`config.mk`:
```
export PLATFORM = sky130hd
export DESIGN_NAME = data_cache
export DESIGN_NICKNAME = d
export VERILOG_FILES = /design/src/rtl/cache_pkg.sv /design/src/rtl/cache_storage.sv /design/src/rtl/data_cache.sv
export SDC_FILE = /design/constraint.sdc
export NUM_CORES = 1
export LEC_CHECK = 0
export ABC_AREA = 1
export ABC_CLOCK_PERIOD_IN_PS = 3100
export CORE_MARGIN = 2
export CORE_UTILIZATION = 52
export DETAILED_ROUTE_END_ITERATION = 10
export PLACE_DENSITY = 0.86
export SYNTH_ARGS = -nofsm -noshare
export SYNTH_HDL_FRONTEND = slang
export SYNTH_SLANG_ARGS = --single-unit
export TNS_END_PERCENT = 50
```
`constraint.sdc`:
```
create_clock -name clk -period 3.1 [get_ports clk]
set_clock_uncertainty 0.15 [all_clocks]
set_input_delay 0.62 -clock clk [delete_from_list [all_inputs] [get_ports clk]]
set_output_delay 0.62 -clock clk [all_outputs]
set_load 0.05 [all_outputs]
```
`src/rtl/cache_pkg.sv`:
```
// Shared types and default geometry for the data cache.
package cache_pkg;

  // Controller states: serve hits in IDLE, wait out a memory read, or retire a store.
  typedef enum logic [1:0] {
    IDLE      = 2'd0,
    READ_WAIT = 2'd1,
    WRITE     = 2'd2
  } state_t;

  localparam int DEFAULT_ADDRESS_LENGTH = 3;
  localparam int DEFAULT_INDEX_LENGTH   = 2;
  localparam int LINES                  = 1 << DEFAULT_INDEX_LENGTH;
  localparam int TAG_LENGTH             = DEFAULT_ADDRESS_LENGTH - DEFAULT_INDEX_LENGTH;

endpackage

```
`src/rtl/cache_storage.sv`:
```
// Line storage: valid/tag/data arrays with combinational read and one write port.
// Writing a line always marks it valid; only the valid bits are reset.
module cache_storage
  import cache_pkg::*;
#(
  parameter int INDEX_LENGTH = DEFAULT_INDEX_LENGTH,
  parameter int TAG_BITS     = TAG_LENGTH
) (
  input  logic                    clk,
  input  logic                    reset,
  input  logic [INDEX_LENGTH-1:0] index,
  output logic                    line_valid,
  output logic [TAG_BITS-1:0]     line_tag,
  output logic [31:0]             line_data,
  input  logic                    wr_en,
  input  logic [TAG_BITS-1:0]     wr_tag,
  input  logic [31:0]             wr_data
);

  localparam int NUM_LINES = 1 << INDEX_LENGTH;

  logic [NUM_LINES-1:0] valid_q;
  logic [TAG_BITS-1:0]  tag_q  [NUM_LINES];
  logic [31:0]          data_q [NUM_LINES];

  // Combinational lookup of the addressed line.
  always_comb begin
    line_valid = valid_q[index];
    line_tag   = tag_q[index];
    line_data  = data_q[index];
  end

  // Valid bits: cleared by reset, set by any line write.
  always_ff @(posedge clk) begin
    if (reset) begin
      valid_q <= '0;
    end else if (wr_en) begin
      valid_q[index] <= 1'b1;
    end
  end

  // Tag and data payload; a write coinciding with reset is dropped.
  always_ff @(posedge clk) begin
    if (wr_en && !reset) begin
      tag_q[index]  <= wr_tag;
      data_q[index] <= wr_data;
    end
  end

endmodule

```
`src/rtl/data_cache.sv`:
```
// Direct-mapped, write-through, no-write-allocate data cache.
// Handshake: while cpu_stall is high the CPU holds cpu_read/cpu_write, cpu_address
// and cpu_write_data stable; a request is accepted in the first cycle it is seen
// in IDLE with cpu_stall low, and a new request may follow the cycle after stall falls.
module data_cache
  import cache_pkg::*;
#(
  parameter int ADDRESS_LENGTH = DEFAULT_ADDRESS_LENGTH,
  parameter int INDEX_LENGTH   = DEFAULT_INDEX_LENGTH,
  parameter int MEM_LATENCY    = 2
) (
  input  logic                      clk,
  input  logic                      reset,
  input  logic [ADDRESS_LENGTH-1:0] cpu_address,
  input  logic [31:0]               cpu_write_data,
  input  logic                      cpu_read,
  input  logic                      cpu_write,
  output logic [31:0]               cpu_read_data,
  output logic                      cpu_stall,
  output logic [ADDRESS_LENGTH-1:0] mem_address,
  output logic [31:0]               mem_write_data,
  output logic                      mem_write_enable,
  input  logic [31:0]               mem_read_data
);

  localparam int TAG_BITS = ADDRESS_LENGTH - INDEX_LENGTH;
  localparam int CNT_W    = $clog2(MEM_LATENCY) + 1;
  localparam logic [CNT_W-1:0] LAST_WAIT = CNT_W'(MEM_LATENCY - 1);

  state_t            state, next_state;
  logic [CNT_W-1:0]  count;

  logic [INDEX_LENGTH-1:0] index;
  logic [TAG_BITS-1:0]     tag;
  logic                    line_valid;
  logic [TAG_BITS-1:0]     line_tag;
  logic [31:0]             line_data;
  logic                    hit;
  logic                    line_wr_en;
  logic [31:0]             line_wr_data;

  assign index = cpu_address[INDEX_LENGTH-1:0];
  assign tag   = cpu_address[ADDRESS_LENGTH-1:INDEX_LENGTH];
  assign hit   = line_valid && (line_tag == tag);

  cache_storage #(
    .INDEX_LENGTH (INDEX_LENGTH),
    .TAG_BITS     (TAG_BITS)
  ) u_storage (
    .clk        (clk),
    .reset      (reset),
    .index      (index),
    .line_valid (line_valid),
    .line_tag   (line_tag),
    .line_data  (line_data),
    .wr_en      (line_wr_en),
    .wr_tag     (tag),
    .wr_data    (line_wr_data)
  );

  // Next state, CPU-facing outputs and line writes (fill or write-hit update).
  always_comb begin
    next_state    = state;
    cpu_stall     = 1'b0;
    cpu_read_data = '0;
    line_wr_en    = 1'b0;
    line_wr_data  = '0;
    unique case (state)
      IDLE: begin
        if (cpu_write) begin
          cpu_stall  = 1'b1;
          next_state = WRITE;
        end else if (cpu_read) begin
          if (hit) begin
            cpu_read_data = line_data;
          end else begin
            cpu_stall  = 1'b1;
            next_state = READ_WAIT;
          end
        end
      end
      READ_WAIT: begin
        cpu_stall = 1'b1;
        if (count == LAST_WAIT) begin
          line_wr_en   = 1'b1;
          line_wr_data = mem_read_data;
          next_state   = IDLE;
        end
      end
      WRITE: begin
        // Write-through without allocation: only an existing matching line is refreshed.
        if (hit) begin
          line_wr_en   = 1'b1;
          line_wr_data = cpu_write_data;
        end
        next_state = IDLE;
      end
      default: next_state = IDLE;
    endcase
  end

  // State register, wait counter and registered memory port.
  always_ff @(posedge clk) begin
    if (reset) begin
      state            <= IDLE;
      count            <= '0;
      mem_address      <= '0;
      mem_write_data   <= '0;
      mem_write_enable <= 1'b0;
    end else begin
      state <= next_state;
      unique case (state)
        IDLE: begin
          mem_write_enable <= 1'b0;
          if (cpu_write) begin
            mem_address      <= cpu_address;
            mem_write_data   <= cpu_write_data;
            mem_write_enable <= 1'b1;
          end else if (cpu_read && !hit) begin
            mem_address <= cpu_address;
            count       <= '0;
          end
        end
        READ_WAIT: count <= count + CNT_W'(1);
        WRITE:     mem_write_enable <= 1'b0;
        default:   mem_write_enable <= 1'b0;
      endcase
    end
  end

endmodule

```
==> key figures, run 1 <==
GRT
  • GRT overflow: 0
  • GRT Util Overall: 26.4%
  • Initial antenna violation count: 0
  • Largest net degree at the start of global routing: 41
  • First-pass GRT wire length: 29300 µm
  • Vias in the first global route: 5492

Logic synthesis
  • Avg Cell Area, Syn: 11.9 µm²
  • Register area share after synthesis: 67.2%
  • Post-Synth Simple-Gate Area: 12.7%
  • EDFF count, synth: 132
  • Post-Synth Adder-Cell Area: 0.694%
  • Post-Synthesis Cells: 607
  • Distinct cell type count after synthesis: 28
  • Yosys reg bits: 176
  • Mapped Area: 7210 µm²
  • Total number of yosys warnings: 0
  • Syn_nets: 682
  • Post-synth top flop: edfxtp_1
  • Mux cell area share after synthesis: 0%
  • Compound-Gate Fraction of Synth Area: 15.6%
  • Synth Area in XOR/XNOR: 0%
  • Largest family of logic cells by synthesized area: compound AO/OA/AOI/OAI gates
  • Asr flop ratio synth: 0%

Finish
  • Finished Layout Cells: 962
  • Area Overhead vs Synth: 43.0%
  • Inserted Diodes: 0
  • Ratio of cells with drive above 1 in the final layout: 27.7%
  • Final Core Density: 75.2%
  • # fillers: 827
  • Fin nets: 844

STA
  • Final Slew Violations: 0
  • Final period utilization: 98.0%
  • Final hold violation count: 0
  • Slew Limit Headroom: 37.2%
  • Final min period: 3040 ps
  • Worst-Margin Slew: 941 ps
  • Final setup fails: 0
  • Fmax: 329 MHz

Routing
  • TritonRoute pass-1 iters: 5
  • Post-route ant nets: 0
  • Via count: 5511
  • DRT iter0 DRCs: 608
  • WL final: 19000 µm
  • Post-route DRC: 0
  • DR WL/cell: 19.7 µm
  • Vias per inst: 5.73

CTS
  • Root buffer cell: clkbuf_16
  • Max Root-Sink Buffers: 2
  • Clk slew on worst S/H paths: 60 ps
  • TritonCTS clock tree: built
  • Clock Latency Late Sink: 420 ps
  • Inserted Clock Buffers: 17
  • # H-tree levels: 4
  • Clock sinks: 176

Floorplanning
  • FP Rows: 43
  • Initial Util: 52.6%
  • Die area: 14800 µm²
  • Chip Height: 122 µm
  • # IOs: 140
  • Core Region: 13700 µm²
  • Die X: 122 µm

Hold path
  • Worst Hold Endpoint: u_storage.valid_q[0]$_SDFFE_PP0P_
  • Worst hold path class: reg -> reg
  • Hold path depth: 2
  • Hold Startpoint: u_storage.valid_q[0]$_SDFFE_PP0P_

Critical path
  • Worst Path Buf+Inv: 5
  • Worst Path Required: 2330 ps
  • Reg-to-Reg Start: state[1]$_SDFFE_PP0P_
  • Worst reg-to-reg path cell count: 6
  • Crit path cell chain: inv_1 > ha_2 > inv_1 > nor3b_4 > nand3_4 > buf_12 > a21oi_2 > buf_4 > buf_12
  • R2R Path End: u_storage.data_q[3][6]$_DFFE_PP_
  • Critical path's slowest cell: dfxtp_1
  • CP peak stage delay: 340 ps
  • Arrival time at the worst endpoint: 2270 ps
  • CP Class: reg -> out
  • Worst R2R Setup Slack: 690 ps
  • Critical Path Start Type: flip-flop
  • CP top delay family: buffers and inverters
  • Crit end category: output pin
  • Worst Path Max Fanout: 8
  • CP Launch Point: state[0]$_SDFFE_PP0P_

Outcome
  • Status: finished, final reports clean

Job
  • MaxCap Viol Count: 0

Place
  • DPL Wire Length: 12700 µm
  • Cells after DPL: 928
  • IO buf count: 139
  • GP Congestion: 0.898

Power
  • Worst vdd ir: 0.320 mV
  • Leak: 3.70 nW
  • P per Cell Area: 536 nW/µm²
-- cells in the final DEF, fill, tap and decap left out, types with 6 or more instances in the layout --
cell / count
edfxtp_1: 132
clkdlybuf4s50_1: 104
nor2_1: 71
nand2_1: 68
a22oi_1: 64
a21oi_2: 56
buf_12: 46
dfxtp_1: 44
nand2_2: 34
o21ai_0: 33
buf_4: 25
inv_1: 19
clkbuf_16: 17
nand3_1: 13
a21oi_1: 10
a21oi_4: 6
-- flip-flops by register name, summed over array words and instances (netlist names) --
name,flops
count,2
mem_address,3
mem_write_data,32
mem_write_enable,1
state,2
u_storage.data_q,128
u_storage.tag_q,4
u_storage.valid_q,4
-- cell families after synthesis --
kind of cell	count (synthesis)
AO/OA/AOI/OAI	170
adder cells (fa/ha/maj)	4
flip-flops	176
AND/OR/NAND/NOR	198
buffers and inverters	59
-- worst min-delay path: stages, from the launching register on --
cell and delay, ps:
dfxtp_1 310, nand2_1 70, nand2_1 50
-- synth_stat cells, types with 4 or more instances --
cell type | n | share of area, %
a21oi_1 | 42 | 2.9
nand3_1 | 14 | 0.97
o21ai_0 | 33 | 2.3
buf_1 | 6 | 0.31
ha_1 | 4 | 0.69
a22oi_1 | 64 | 6.7
nor2_1 | 71 | 3.7
edfxtp_1 | 132 | 55
a21oi_2 | 30 | 3.6
nand2_1 | 71 | 3.7
nand2_2 | 31 | 2.7
inv_1 | 19 | 0.99
dfxtp_1 | 44 | 12
clkbuf_1 | 23 | 1.2
-- where the power goes --
| part | switching (mW) | internal [mW] |
|---|---|---|
| combinational | 0.402 | 0.236 |
| sequential | 0.0278 | 2.55 |
| clock | 0.878 | 1.43 |
| total | 1.31 | 4.22 |
-- what timing repair did --
| item | CTS | global route |
|---|---|---|
| gates resized for setup | 52 | 7 |
| hold buffers | 0 | 0 |
| pin swaps | 6 | 5 |
| setup endpoints to repair | 32 | 16 |
| setup buffers | 3 | 2 |
| cloned | 2 | 0 |
-- stage by stage --
stage                     area, µm²  power [mW]  hold slack (ps)  TNS [ps]  setup slack (ps)
after global routing          10300        5.67              345     -43.3             -18.1
after detailed placement       9400        3.25              299     -3090              -160
after floorplan                7210        2.98              277         0              92.8
after CTS                     10300        5.53              310         0              37.5
final                         10300        5.53              324         0              60.6
after global placement         9400        3.23              297     -1200              -102
-- cell type report --
type                       count  area (µm²)  area share, %
inverter                      22        87.6          0.849
timing repair buffer         180        2220           21.5
multi-input combinational    372        2300           22.3
clock buffer                  18         429           4.16
sequential                   176        4840           47.0
clock inverter                14         214           2.07
tap                          180         225           2.18
-- metal layers --
layer	share of wire (%)	up-vias	GRT usage, %
li1	-	2502	-
met1	40	2658	34.7
met2	49	297	42.0
met3	7.9	54	6.27
met4	3.0	0	11.5
met5	0	-	0
-- how the worst max path moves through the flow --
stage	slack [ps]	to	depth (start not counted)
floorplan	90	cpu_read_data[10]	11
global placement	-100	cpu_read_data[2]	13
detailed placement	-160	cpu_read_data[2]	13
CTS	40	cpu_read_data[26]	9
global route	-20	cpu_read_data[30]	9
finish	60	cpu_read_data[30]	9
Note: power is estimated with default switching activity, not from simulation.
==> run 2: changes to the inputs <==
Settings changed: CTS_CLUSTER_DIAMETER set to 80.
==> results of run 2 <==
No change in the layout: final DEF, timing and power equal those of run 1.
==> run 3: changes to the inputs <==
Settings changed: SETUP_SLACK_MARGIN set to 0.5, TNS_END_PERCENT 50 to not set.
==> run 3 against run 2 <==
Against the previous run: critical path depth up 5; utilization up 2.5 points; sequential cell count unchanged; clock power down 8%; clock-buffer cell count down 1; final cell count up 1.0%; fmax up 4.0%; design area up 3.3%; global-route usage up 1.4 points; combinational power up 5.2%.
==> key figures, run 3 (synthesis gave the netlist of run 1 again) <==
STA
  • Final setup TNS: 0 ps (unchanged)
  • Worst-Margin Slew: 556 ps (was 941 ps)
  • Final min period: 2920 ps (was 3040 ps)
  • Final hold violation count: 0 (unchanged)
  • Fmax: 342 MHz (was 329 MHz)
  • Final period utilization: 94.3% (was 98.0%)
  • Final WS setup: 178 ps (was 60.6 ps)
  • Hold Slack: 323 ps (was 324 ps)
  • RSZ-0062 raised after global routing: true
  • Final setup fails: 0 (unchanged)
  • Final Slew Violations: 0 (unchanged)
  • Slew Limit Headroom: 63.0% (was 37.2%)

Routing
  • Post-route DRC: 0 (unchanged)
  • Post-route ant nets: 0 (unchanged)
  • WL final: 20400 µm (was 19000 µm)
  • DR WL/cell: 21.0 µm (was 19.7 µm)
  • TritonRoute pass-1 iters: 5 (unchanged)
  • DRT iter0 DRCs: 629 (was 608)
  • Via count: 5573 (was 5511)
  • Vias per inst: 5.73 (about the same)

Floorplanning
  • Core Region: 13700 µm² (unchanged)
  • Die X: 122 µm (unchanged)
  • Die area: 14800 µm² (unchanged)
  • Chip Height: 122 µm (unchanged)
  • Initial Util: 52.6% (unchanged)
  • FP Rows: 43 (unchanged)
  • # IOs: 140 (unchanged)

Hold path
  • Hold path depth: 2 (unchanged)
  • Worst Hold Endpoint: u_storage.valid_q[1]$_SDFFE_PP0P_ (was u_storage.valid_q[0]$_SDFFE_PP0P_)
  • Hold Startpoint: u_storage.valid_q[1]$_SDFFE_PP0P_ (was u_storage.valid_q[0]$_SDFFE_PP0P_)
  • Worst hold path class: reg -> reg (unchanged)

Power
  • Worst vdd ir: 0.387 mV (was 0.320 mV)
  • Total Power: 5.36 mW (was 5.53 mW)
  • P per Cell Area: 504 nW/µm² (was 536 nW/µm²)
  • Leak: 3.71 nW (was 3.70 nW)

Finish
  • Largest reg by FF count: u_storage.data_q (unchanged)
  • Area Overhead vs Synth: 47.6% (was 43.0%)
  • Largest register FFs: 128 (unchanged)
  • Biggest regs: u_storage.data_q (128), mem_write_data (32) (unchanged)
  • Ratio of cells with drive above 1 in the final layout: 30.9% (was 27.7%)
  • Inserted Diodes: 0 (unchanged)
  • Finished Layout Cells: 972 (was 962)
  • Most frequent cells in the layout: 132 x edfxtp_1, 101 x clkdlybuf4s50_1, 71 x nor2_1 (was 132 x edfxtp_1, 104 x clkdlybuf4s50_1, 71 x nor2_1)
  • Fin nets: 854 (was 844)
  • Most common cell after layout, fill and taps aside: edfxtp_1 (unchanged)
  • # fillers: 775 (was 827)

CTS
  • Max Root-Sink Buffers: 2 (unchanged)
  • Clock Latency Late Sink: 430 ps (was 420 ps)
  • Clk slew on worst S/H paths: 60 ps (about the same)
  • TritonCTS clock tree: built (unchanged)
  • # H-tree levels: 4 (unchanged)
  • Inserted Clock Buffers: 17 (unchanged)
  • Root buffer cell: clkbuf_16 (unchanged)
  • Clock sinks: 176 (unchanged)

GRT
  • Largest net degree at the start of global routing: 41 (unchanged)
  • Vias in the first global route: 5515 (was 5492)
  • Initial antenna violation count: 0 (unchanged)
  • First-pass GRT wire length: 30500 µm (was 29300 µm)
  • GRT overflow: 0 (unchanged)
  • GRT Util Overall: 27.8% (was 26.4%)

Critical path
  • R2R Path End: u_storage.data_q[0][3]$_DFFE_PP_ (was u_storage.data_q[3][6]$_DFFE_PP_)
  • Worst Path Max Fanout: 7 (was 8)
  • Reg-to-Reg Start: u_storage.tag_q[1]$_DFFE_PP_ (was state[1]$_SDFFE_PP0P_)
  • Critical Path Start Type: primary input (was flip-flop)
  • Worst reg-to-reg path cell count: 13 (was 6)
  • CP Class: in -> out (was reg -> out)
  • Crit end category: output pin (unchanged)
  • Worst Path Required: 2330 ps (about the same)
  • Arrival time at the worst endpoint: 2150 ps (was 2270 ps)
  • Worst R2R Setup Slack: 590 ps (was 690 ps)

Place
  • IO buf count: 139 (unchanged)
  • Worst slack at placement: -35.3 ps (was -160 ps)
  • DPL Wire Length: 13000 µm (was 12700 µm)
  • GP Congestion: 0.887 (was 0.898)
  • Cells after DPL: 921 (was 928)

Job
  • MaxCap Viol Count: 0 (unchanged)

Outcome
  • Status: finished, final reports clean (unchanged)
[run 3: cell types whose count changed in the layout (fill, tap and decap cells not counted), sizes merged]
cell           delta
bufinv            -3
clkbuf            -1
buf              +11
clkdlybuf4s15     +1
inv               +1
clkdlybuf4s50     -3
dlygate4sd2       +1
clkinvlp          +5
clkinv            -2
[run 3: metal layers]
layer	vias up	part of all wire [%]	wire (µm)	track usage, %
li1	2524	-	-	-
met1	2718	41	8280	37.5
met2	302	50	10300	45.7
met3	29	7.2	1460	5.38
met4	0	1.8	376	9.05
met5	-	0	0	0
[run 3: worst max path at each step]
| stage | from | endpoint | slack [ps] | depth (start not counted) |
|---|---|---|---|---|
| 3_3_place_gp | cpu_address[0] | cpu_read_data[28] | 20 | 12 |
| 3_5_place_dp | cpu_address[0] | cpu_read_data[28] | -40 | 12 |
| 2_1_floorplan | cpu_address[0] | cpu_read_data[10] | 400 | 11 |
| 5_1_grt | state[0]$_SDFFE_PP0P_ | cpu_read_data[20] | 140 | 10 |
| 4_1_cts | state[1]$_SDFFE_PP0P_ | cpu_read_data[6] | 220 | 10 |
| 6_report | cpu_address[0] | cpu_read_data[6] | 180 | 14 |
[run 3: cell type report]
cell class / count / area, µm² / area share, %
Inverter: 22 / 105 / 0.987
Timing Repair Buffer: 190 / 2350 / 22.1
Clock buffer: 17 / 425 / 3.99
Multi-Input combinational cell: 372 / 2540 / 23.8
Clock inverter: 15 / 156 / 1.47
Sequential cell: 176 / 4850 / 45.5
Tap cell: 180 / 225 / 2.11
[run 3: what timing repair did]
action,4_1_cts,5_1_grt
gates resized for setup,37,7
setup buffers,13,4
setup endpoints to repair,215,146
gates cloned,2,0
pin swaps,9,6
hold buffers,0,0
[run 3: worst max-delay path: stages]
cell     delay (ps)
buf_2           100
buf_6           130
inv_6            70
nand2_2          50
nand2_2          80
nand2_2          80
nand2_2          80
nand2_2          60
nand2_4          90
nand3_4         110
buf_12          160
buf_12          140
a21oi_4         190
buf_12          160
[run 3: report_power, final]
group / internal [mW] / switching, mW
sequential: 2.55 / 0.0276
combinational: 0.252 / 0.419
clock: 1.20 / 0.920
total: 4.00 / 1.37
[run 3: stage by stage]
stage                     area (µm²)  utilization [%]
after floorplan                 7590                -
after global routing           10700             77.6
after CTS                      10600             77.2
final                          10700             77.6
after global placement          9750             71.1
after detailed placement        9750             71.1
